[src/rtl/dmux_n_buf_pkg.sv]
// dmux_n_buf_pkg: shared Hack datapath constants for the buffered N-way dmux
package dmux_n_buf_pkg;
  localparam int WORD_W = 16;
  localparam int DMUX_WAYS_DEF = 4;
  localparam int CNT_W = 16;
endpackage

[src/rtl/dmux_n_buf_if.sv]
// dmux_n_buf_if: producer-side handshake and per-way consumer bus of dmux_n_buf
interface dmux_n_buf_if #(
  parameter int WIDTH = 16,
  parameter int WAYS = 4
);
  localparam int SEL_W = $clog2(WAYS);
  logic [WIDTH-1:0] in_data;
  logic [SEL_W-1:0] in_sel;
  logic in_valid;
  logic in_ready;
  logic [WAYS*WIDTH-1:0] out_data;
  logic [WAYS-1:0] out_valid;
  logic [WAYS-1:0] out_ready;
  logic drop;
  modport master (output in_data, in_sel, in_valid, out_ready, input in_ready, out_data, out_valid, drop);
  modport slave (input in_data, in_sel, in_valid, out_ready, output in_ready, out_data, out_valid, drop);
endinterface

[src/rtl/dmux_n_buf_slot.sv]
// dmux_n_buf_slot: one-entry output register; load beats drain, idle data reads zero
module dmux_n_buf_slot #(
  parameter int WIDTH = 16
) (
  input  logic clk,
  input  logic reset,
  input  logic load,
  input  logic [WIDTH-1:0] ld_data,
  input  logic out_ready,
  output logic out_valid,
  output logic [WIDTH-1:0] out_data
);
  always_ff @(posedge clk or posedge reset)
    if (reset) begin
      out_valid <= 1'b0;
      out_data <= '0;
    end else if (load) begin
      out_valid <= 1'b1;
      out_data <= ld_data;
    end else if (out_valid & out_ready) begin
      out_valid <= 1'b0;
      out_data <= '0;
    end
endmodule

[src/rtl/dmux_n_buf.sv]
// dmux_n_buf: 1-to-WAYS buffered demux; DMUX_N_BUF_COUNT_EN adds per-way delivery counters
module dmux_n_buf
  import dmux_n_buf_pkg::*;
#(
  parameter int WIDTH = WORD_W,
  parameter int WAYS = DMUX_WAYS_DEF
) (
  input  logic clk,
  input  logic reset,
  dmux_n_buf_if.slave bus
`ifdef DMUX_N_BUF_COUNT_EN
  , output logic [WAYS*CNT_W-1:0] count
`endif
);
  localparam int SEL_W = $clog2(WAYS);
  logic [WAYS-1:0] hit, load, v, drain;
  logic [WAYS*WIDTH-1:0] d;
  logic accept, drop_q;
  // An out-of-range sel hits no way, so it is always ready and loads nothing
  assign bus.in_ready = ~|(hit & v & ~bus.out_ready);
  assign accept = bus.in_valid & bus.in_ready;
  assign load = hit & {WAYS{accept}};
  assign drain = v & bus.out_ready;
  assign bus.out_valid = v;
  assign bus.out_data = d;
  assign bus.drop = drop_q;
  for (genvar k = 0; k < WAYS; k++) begin : g_way
    assign hit[k] = bus.in_sel == SEL_W'(k);
    dmux_n_buf_slot #(.WIDTH(WIDTH)) u_slot (
      .clk(clk),
      .reset(reset),
      .load(load[k]),
      .ld_data(bus.in_data),
      .out_ready(bus.out_ready[k]),
      .out_valid(v[k]),
      .out_data(d[k*WIDTH +: WIDTH])
    );
  end
  always_ff @(posedge clk or posedge reset)
    if (reset) drop_q <= 1'b0;
    else drop_q <= accept & ~|hit;
`ifdef DMUX_N_BUF_COUNT_EN
  always_ff @(posedge clk or posedge reset)
    if (reset) count <= '0;
    else
      for (int i = 0; i < WAYS; i++)
        if (drain[i]) count[i*CNT_W +: CNT_W] <= count[i*CNT_W +: CNT_W] + CNT_W'(1);
`endif
endmodule
[src/flat_wrapper.sv]
// flat-port wrapper written by rule: the top's interface ports become plain ports
module dmux_n_buf_flat import dmux_n_buf_pkg::*;
#(
  parameter int WIDTH = WORD_W,
  parameter int WAYS = DMUX_WAYS_DEF
)
  (clk, reset, bus_in_data, bus_in_sel, bus_in_valid, bus_out_ready, bus_in_ready, bus_out_data, bus_out_valid, bus_drop);
  dmux_n_buf_if #(.WIDTH(WIDTH), .WAYS(WAYS)) bus_i ();
  input  logic clk;
  input  logic reset;
  input wire logic [$bits(bus_i.in_data)-1:0] bus_in_data;
  input wire logic [$bits(bus_i.in_sel)-1:0] bus_in_sel;
  input wire logic [$bits(bus_i.in_valid)-1:0] bus_in_valid;
  input wire logic [$bits(bus_i.out_ready)-1:0] bus_out_ready;
  output wire logic [$bits(bus_i.in_ready)-1:0] bus_in_ready;
  output wire logic [$bits(bus_i.out_data)-1:0] bus_out_data;
  output wire logic [$bits(bus_i.out_valid)-1:0] bus_out_valid;
  output wire logic [$bits(bus_i.drop)-1:0] bus_drop;
  assign bus_i.in_data = bus_in_data;
  assign bus_i.in_sel = bus_in_sel;
  assign bus_i.in_valid = bus_in_valid;
  assign bus_i.out_ready = bus_out_ready;
  assign bus_in_ready = bus_i.in_ready;
  assign bus_out_data = bus_i.out_data;
  assign bus_out_valid = bus_i.out_valid;
  assign bus_drop = bus_i.drop;
  dmux_n_buf #(.WIDTH(WIDTH), .WAYS(WAYS)) u_core (.clk(clk), .reset(reset), .bus(bus_i));
endmodule
[config.mk]
export PLATFORM = sky130hd
export DESIGN_NAME = dmux_n_buf_flat
export DESIGN_NICKNAME = d
export VERILOG_FILES = /design/src/rtl/dmux_n_buf_pkg.sv /design/src/rtl/dmux_n_buf_if.sv /design/src/rtl/dmux_n_buf_slot.sv /design/src/rtl/dmux_n_buf.sv /design/src/flat_wrapper.sv
export SDC_FILE = /design/constraint.sdc
export NUM_CORES = 1
export LEC_CHECK = 0
export ABC_AREA = 1
export BUFFER_PORTS_ARGS = -buffer_cell sky130_fd_sc_hd__buf_2
export CAP_MARGIN = 20
export CORE_MARGIN = 4
export CORE_UTILIZATION = 48
export CTS_BUF_LIST = sky130_fd_sc_hd__clkbuf_2 sky130_fd_sc_hd__clkbuf_4 sky130_fd_sc_hd__clkbuf_8
export CTS_CLUSTER_DIAMETER = 200
export DETAILED_ROUTE_END_ITERATION = 6
export PLACE_DENSITY = 0.78
export SETUP_SLACK_MARGIN = 0.05
export SYNTH_ARGS = -nofsm -noshare
export SYNTH_HDL_FRONTEND = slang
export SYNTH_HIERARCHICAL = 1
export SYNTH_SLANG_ARGS = --single-unit
[constraint.sdc]
create_clock -name clk -period 1.44 [get_ports clk]
set_input_delay 0.144 -clock clk [delete_from_list [all_inputs] [get_ports clk]]
set_output_delay 0.144 -clock clk [all_outputs]
set_load 0.02 [all_outputs]
# Word level (Yosys, flattened, before mapping)
# Index checks and enable logic that the tools add are counted.
dict set report word_totals {
  elab_cells 47
  inputBits 25
  out_inout_bits 70
  reg_bits 69
}
dict set report classes {
  bitwise 10
  muxes 16
  eq_ne 3
  reduce_logical 9
}
# op count
set op_table {}
lappend op_table {{16-bit 2-to-1 mux} 8}
lappend op_table {{4-bit bitwise AND} 3}
lappend op_table {{1-bit 2-to-1 mux} 8}
lappend op_table {{2-bit nonzero test} 4}
lappend op_table {{4-bit OR reduction} 2}
lappend op_table {{1-bit bitwise AND} 6}
lappend op_table {{2-bit == test, second input constant} 2}
lappend op_table {{4-bit inverter} 1}
lappend op_table {{2-bit by 1-bit == test with 1-bit output, second input constant} 1}
lappend op_table {{1-bit logical NOT} 2}
lappend op_table {{2-bit logical NOT} 1}

# Logic depth before layout (Yosys ltp)
# Gate-level depths: netlist of the first run.
dict set report logic_depth {
  word_depth 8
  ltp_mapped 11
  ltp_nobuf 9
}

# Cells and area by module
# Netlist of the first run, hierarchy kept.
# module cells_each n_inst seq_area_each_um2 area_per_inst_um2
set by_module_without_submodules {}
lappend by_module_without_submodules {dmux_n_buf_slot 74 4 425.4 755.7}
lappend by_module_without_submodules {dmux_n_buf 29 1 25.0 146.4}

# Worst setup path before layout of the first run
# OpenSTA, ideal clock, no wires.
dict set report synth_timing {
  kind {register to register}
  start {register u_core.g_way[3].u_slot.out_valid}
  end {register u_core.g_way[0].u_slot.out_data[3]}
  setup_time_ns 0.117
  t_required_ns 1.323
  slack_ns -0.050
  n_path_buf 2
  path_stages_with_launch 11
  arrival_time_ns 1.373
  period_less_slack_ns 1.490
  path_cell_list {dfrtp_1 -> nand2_1 -> nor2_1 -> nor2_2 -> nand3_2 -> nor2_1 -> buf_6 -> inv_8 -> buf_12 -> nand3_2 -> nand2_1}
}
dict set report synth_between {
  elab_chain_len 7
  elab_cells_between_ends 8
  cone_classes {mux (1); bitwise (4); reduce/logical (3)}
}
# element line
set synth_lines {}
lappend synth_lines {{from (decl)} dmux_n_buf_slot.sv:10} ;# output logic out_valid,
lappend synth_lines {{from (signal assigned)} dmux_n_buf_slot.sv:15} ;# out_valid <= 1'b0;
lappend synth_lines {{from (signal assigned)} dmux_n_buf_slot.sv:18} ;# out_valid <= 1'b1;
lappend synth_lines {{from (signal assigned)} dmux_n_buf_slot.sv:21} ;# out_valid <= 1'b0;
lappend synth_lines {{4-bit bitwise AND (*) (2 in series)} dmux_n_buf.sv:20} ;# assign bus.in_ready = ~|(hit & v & ~bus.out_ready);
lappend synth_lines {{4-bit OR reduction (*)} dmux_n_buf.sv:20}
lappend synth_lines {{1-bit logical NOT (*)} dmux_n_buf.sv:20}
lappend synth_lines {{1-bit bitwise AND (*)} dmux_n_buf.sv:21} ;# assign accept = bus.in_valid & bus.in_ready;
lappend synth_lines {{4-bit bitwise AND (*)} dmux_n_buf.sv:22} ;# assign load = hit & {WAYS{accept}};
lappend synth_lines {{net u_core.load[0]} dmux_n_buf.sv:16} ;# logic [WAYS-1:0] hit, load, v, drain;
lappend synth_lines {{16-bit 2-to-1 mux / 2-bit nonzero test (equally long branches)} -}
lappend synth_lines {{to (signal assigned)} dmux_n_buf_slot.sv:19} ;# out_data <= ld_data;
lappend synth_lines {{to (decl)} dmux_n_buf_slot.sv:11} ;# output logic [WIDTH-1:0] out_data
# The timed path passes the listed nets; every way through them passes the cells marked *.
# A chain may end at the register's enable or synchronous reset.

# Worst setup path in the final report of the first run
dict set report layout_timing {
  start {register u_core.g_way[1].u_slot.out_valid}
  end {register u_core.g_way[1].u_slot.out_data[5]}
}
dict set report layout_between {
  elab_chain_len 7
  elab_cells_between_ends 9
  cone_classes {mux (1); bitwise (5); reduce/logical (3)}
}
# element line
set layout_lines {}
lappend layout_lines {{from (decl)} dmux_n_buf_slot.sv:10}
lappend layout_lines {{from (signal assigned)} dmux_n_buf_slot.sv:15}
lappend layout_lines {{from (signal assigned)} dmux_n_buf_slot.sv:18}
lappend layout_lines {{from (signal assigned)} dmux_n_buf_slot.sv:21}
lappend layout_lines {{4-bit bitwise AND (*) (2 in series)} dmux_n_buf.sv:20}
lappend layout_lines {{4-bit OR reduction (*)} dmux_n_buf.sv:20}
lappend layout_lines {{1-bit logical NOT (*)} dmux_n_buf.sv:20}
lappend layout_lines {{1-bit bitwise AND (*)} dmux_n_buf.sv:21}
lappend layout_lines {{4-bit bitwise AND (*)} dmux_n_buf.sv:22}
lappend layout_lines {{net u_core.load[1]} dmux_n_buf.sv:16}
lappend layout_lines {{16-bit 2-to-1 mux / 2-bit nonzero test (equally long branches)} -}
lappend layout_lines {{to (signal assigned)} dmux_n_buf_slot.sv:19}
lappend layout_lines {{to (decl)} dmux_n_buf_slot.sv:11}
# Marked as above.

==> qor.yml, run 1 <==
status: "complete, but fails checks"
violations: "setup timing"
synth_top_area_share_pct: 54.5
dieArea_um2: 7970
gp_congestion: 0.859
hold_viol_final: 0
antenna_cells: 0
dp.cells: 494
place_hpwl_um: 5890
cts_tree: "built"
worst_slack_ns: -0.0912
synthArstFlopShare_pct: 100
fp.dieW_um: 89.3
vias_per_cell: 5.20
drt-pass1-iter-count: 4
synth_largest_area_cell: "dfrtp_1"
fmax_mhz: 653
htreeDepth: 3
fin_crit_sh_pct: 106
synth_common_cells: "nand2_1, dfrtp_1, nand3_2"
critPathLaunchType: "flop"
drtIter0Drc: 164
ys_seq_area_share_pct: 54.5
die_y_um: 89.3
clk_pin_slew_worst_paths_ns: 0.07
tightestPinTransition_ns: 0.698
netlist-cell-type-count: 17
fillers: 520
swShare_pct: 32.3
hold_class: "primary input to flop"
final_area_um2: 4160
endpoint_kind: "flop"
regArea_um2: 1730
syn_to_final_growth_pct: 31.4
power_density_nw_per_um2: 1360
cp.arrival_ns: 1.76
setup_viol_count_final: 65
cts_max_path_buffers: 2
p_comb_share_pct: 25.2
port_buffers: 94
slew_violations: 0
totalWireLength_um: 8550
max_cap_violations: 0
syn_inst: 325
drc_errors: 0
ios: 95
grt_setup_unrepaired: "true"
antenna_found_initial: 0
grt_pass1_vias: 2611
synth_warnings: 6
grt_pass1_wl_um: 12800
p_switching_mw: 1.83
pwr-share-seq_pct: 43.2
peakVddDrop_uv: 871
clock-sinks: 69
clock_latency_ns: 0.34
synth_edf_count: 0
syn_area_per_cell_um2: 9.75
syn_nets: 350
relSlewSlack_pct: 53.4
wl_per_cell_um: 16.5
syn_area_um2: 3170
yosysMostFrequentCell: "nand2_1"
crit_required_ns: 1.67
vias: 2692
whs_ns: 0.0563
layout-drive-gt1-share_pct: 46.7
synth_area_leaders: "dfrtp_1, nand2_1, nand3_2"
clockPowerShare_pct: 31.6
crit_fanout: 17
fin_setup_tns_ns: -3.15
multi_input_area_um2: 1220
place_area_um2: 3700
period_needed_ns: 1.53
core_area_um2: 6390
ant_nets: 0
skew_ns: 0.00908
p_int_mw: 3.84
synth_top_flop_cell: "dfrtp_1"
rows: 29
ys_ff_latch: 69
fin_cells: 518
start_util_pct: 49.6
dpl_worst_slack_ns: -0.0187
path_class: "flop to flop"
grt_use_total_pct: 21.5
overflow: 0
power.leakage_nw: 2.36
layout.nets: 461
cts_made_buffers: 9
cts_root_buf: "clkbuf_8"
grt_max_degree: 18
## area by class of cell
| class | count | area share, % |
|---|---|---|
| inverters | 19 | 2.55 |
| multi-input cells | 221 | 29.4 |
| flip-flops and latches | 69 | 41.6 |
| well taps | 77 | 2.31 |
| clock buffers | 12 | 3.82 |
| repair buffers | 115 | 18.3 |
| clock inverters | 4 | 1.68 |
| repair inverters | 1 | 0.391 |
## metal layers
layer	GRT usage [%]	routed length (µm)	up-vias
li1	-	-	1247
met1	28.7	3440	1303
met2	34.4	4230	126
met3	5.35	718	16
met4	7.44	157	0
met5	0	0	-
## timing repair
action                                  in CTS  in global routing
setup buffers                                2                  1
hold buffers                                 1                  0
endpoints found under the setup margin      60                 69
resized for setup                            7                 36
pin swaps                                    6                  8
hold endpoints to repair                    57                  0
cloned                                       0                  4
## registers in the layout, summed over array words and instances (netlist names)
name                           flops
u_core/g_way.u_slot/out_data      64
u_core/g_way.u_slot/out_valid      4
u_core/bus.drop                    1
## worst max-delay path, cell delays in order, from the launching register on
cell     delay, ns
dfrtp_2       0.41
nand2_2       0.06
nor2_2        0.04
nor2_2        0.21
nand3_4       0.16
nor2_2        0.15
buf_6         0.17
inv_8         0.08
nand3_1       0.09
nand2_1       0.06
## through the flow
step | utilization [%] | total power [mW]
floorplan | - | 3.32
global placement | 57.9 | 3.80
detailed placement | 57.9 | 3.84
CTS | 62.2 | 5.66
global route | 65.2 | 5.96
finish | 65.2 | 5.67
## layout by cell type (no fill, tap or decap), types with 3 or more instances in the layout
master | netlist | routed
nand2_1 | 135 | 122
buf_2 | 0 | 93
dfrtp_1 | 69 | 65
nand3_2 | 37 | 36
nand3_1 | 28 | 27
inv_1 | 14 | 14
nand2_2 | 1 | 14
clkbuf_8 | 0 | 11
buf_6 | 8 | 8
nor2_2 | 2 | 7
buf_4 | 4 | 6
buf_12 | 4 | 5
nand2_4 | 4 | 4
dfrtp_2 | 0 | 4
inv_8 | 4 | 3
o21ai_0 | 4 | 3
## power by group through the flow
stage	Clock, mW	Combinational [mW]	Sequential (mW)
2_1_floorplan	0	0.473	2.84
3_3_place_gp	0	1.33	2.47
3_5_place_dp	0	1.36	2.47
4_1_cts	1.84	1.38	2.44
5_1_grt	1.93	1.56	2.48
6_report	1.79	1.43	2.45
## path summary, 6_finish.rpt
| check | start | to | slack, ns | cells after the start |
|---|---|---|---|---|
| max | u_core/g_way[1].u_slot/out_valid$_DFFE_PP0P_ | u_core/g_way[1].u_slot/out_data[5]$_DFFE_PP0P_ | -0.09 | 9 |
| max in group asynchronous | reset | u_core/g_way[2].u_slot/out_valid$_DFFE_PP0P_ | 0.45 | 3 |
| min in group asynchronous | reset | u_core/bus.drop$_DFF_PP0_ | 0.22 | 3 |
| max reg2reg | u_core/g_way[1].u_slot/out_valid$_DFFE_PP0P_ | u_core/g_way[1].u_slot/out_data[5]$_DFFE_PP0P_ | -0.09 | 9 |
| min reg2reg | u_core/g_way[3].u_slot/out_data[10]$_DFFE_PP0P_ | u_core/g_way[3].u_slot/out_data[10]$_DFFE_PP0P_ | 0.50 | 2 |
| min | bus_out_ready[1] | u_core/g_way[1].u_slot/out_valid$_DFFE_PP0P_ | 0.06 | 2 |
## logic make-up (layout without fill, tap and decap cells)
group	count (synthesis)	after routing	share of synthesized area [%]
AO/OA/AOI/OAI	4	4	0.632
other	1	1	0.118
AND/OR/NAND/NOR	216	216	35.3
flip-flops	69	69	54.5
buffers and inverters	35	151	9.51
Note: power is estimated with default switching activity, not from simulation.
==> run 2: changes to the inputs <==
Settings changed: CORE_UTILIZATION 48 to 30, PLACE_DENSITY 0.78 to 0.59.
==> qor.yml, run 2 (synthesized netlist as in run 1, its figures left out) <==
htreeDepth: 3
hold_viol_final: 0
gp_congestion: 0.760
cts_root_buf: "clkbuf_8"
grt_use_total_pct: 14.3
antenna_cells: 0
clock_latency_ns: 0.34
timing.rr.end: "u_core/g_way[1].u_slot/out_data[6]$_DFFE_PP0P_"
grt_pass1_wl_um: 13800
grt_setup_unrepaired: "true"
drc_errors: 0
period_needed_ns: 1.43
drtIter0Drc: 97
clk_pin_slew_worst_paths_ns: 0.07
wl_per_cell_um: 15.4
final_cell_mix: "nand2_1, buf_2, dfrtp_1, nand3_2, nand3_1"
max_cap_violations: 0
cp.arrival_ns: 1.29
port_buffers: 94
fin_setup_tns_ns: 0
min_to: "u_core/g_way[1].u_slot/out_valid$_DFFE_PP0P_"
grt_pass1_vias: 2573
totalWireLength_um: 8860
antenna_found_initial: 0
regMostFlops: "u_core/g_way.u_slot/out_data"
power.leakage_nw: 2.34
cts_tree: "built"
overflow: 0
hp-start: "bus_out_ready[1]"
ios: 95
slew_violations: 0
rr_worst_depth: 9
largest_reg_flops: 64
clock-sinks: 69
ant_nets: 0
relSlewSlack_pct: 52.1
peakVddDrop_uv: 562
fmax_mhz: 697
dieArea_um2: 12300
path_class: "flop to output port"
syn_to_final_growth_pct: 31.5
vias: 2604
fin_crit_sh_pct: 99.6
cts_made_buffers: 9
crit_fanout: 2
setup_viol_count_final: 0
core_area_um2: 10300
rows: 37
fp.dieW_um: 111
total_power_mw: 5.37
grt_max_degree: 18
crit_required_ns: 1.30
r2r-start: "u_core/g_way[1].u_slot/out_valid$_DFFE_PP0P_"
vias_per_cell: 4.51
whs_path_depth: 2
critPathLaunchType: "flop"
skew_ns: 0.00875
layout.nets: 461
die_y_um: 111
drt-pass1-iter-count: 4
layout-drive-gt1-share_pct: 46.9
start_util_pct: 30.7
fin_util_pct: 40.4
crit_start: "u_core/g_way[2].u_slot/out_valid$_DFFE_PP0P_"
fillers: 1022
power_density_nw_per_um2: 1290
cts_max_path_buffers: 2
layout_commonest_cell: "nand2_1"
status: "finished clean"
place_hpwl_um: 6450
tightestPinTransition_ns: 0.718
endpoint_kind: "output port"
hold_class: "primary input to flop"
r2r_slack_ns: 0.02
-- run 2: changes by cell type in the layout (fill, tap and decap cells not counted), moves of 2 or more --
cell       delta
inv_6         +2
nand3_2       +2
buf_6         -4
clkbuf_4      +2
bufinv_16     -2
nand2_2       -2
buf_4         +4
-- run 2: critical path, cell delays in order, from the launching register on --
cell	delay, ns
dfrtp_2	0.41
nand2_2	0.08
nor2_2	0.04
nor2_2	0.14
and2_4	0.18
buf_6	0.11
-- run 2: worst max-delay path by stage --
stage | endpoint | slack, ns | cells past startpoint
after floorplan | u_core/g_way[0].u_slot/out_data[3]$_DFFE_PP0P_ | -0.01 | 10
after global placement | u_core/g_way[1].u_slot/out_data[11]$_DFFE_PP0P_ | 0.04 | 9
after detailed placement | u_core/g_way[1].u_slot/out_data[5]$_DFFE_PP0P_ | 0.03 | 9
after CTS | bus_in_ready | 0.006 | 5
after global routing | bus_in_ready | -0.08 | 5
final | bus_in_ready | 0.006 | 5
-- run 2: where the power goes --
group          switching, mW  leakage [nW]  total [mW]  internal (mW)
registers              0.199         0.892        2.44           2.24
clock network          0.689         0.104        1.51          0.824
logic                  0.910          1.34        1.41          0.503
total                   1.80          2.34        5.37           3.57
-- run 2: layer usage --
| metal | share of wire (%) | GRT usage [%] | vias up | wire length (µm) |
|---|---|---|---|---|
| li1 | - | - | 1247 | - |
| met1 | 44 | 18.9 | 1236 | 3930 |
| met2 | 46 | 22.0 | 110 | 4050 |
| met3 | 8.6 | 5.73 | 11 | 758 |
| met4 | 1.4 | 3.78 | 0 | 125 |
| met5 | 0 | 0 | - | 0 |
-- run 2: what timing repair did --
action	CTS	global route
setup endpoints to repair	43	68
pin swaps	3	10
gates resized for setup	8	29
hold buffers	1	0
hold endpoints to repair	69	0
setup buffers	4	0
cloned	0	3
-- run 2: layout make-up --
type                    instances  area (µm²)  area share (%)
flip-flops and latches         69        1730            41.6
multi-input cells             221        1230            29.5
repair buffers                114         721            17.3
clock buffers                  15         188            4.50
well taps                     136         170            4.08
inverters                      19         106            2.55
repair inverters                2        17.5           0.420
clock inverters                 1        5.00           0.120
-- run 2: through the flow --
| stage | std cells | hold WS [ns] | worst slack (ns) | area (µm²) |
|---|---|---|---|---|
| floorplan | 325 | -0.127 | -0.0118 | 3170 |
| global placement | 553 | 0.0418 | 0.0360 | 3770 |
| detailed placement | 553 | 0.0438 | 0.0264 | 3770 |
| CTS | 574 | 0.0269 | 0.00597 | 4030 |
| global route | 577 | 0.0234 | -0.0804 | 4170 |
| finish | 577 | 0.0380 | 0.00615 | 4170 |
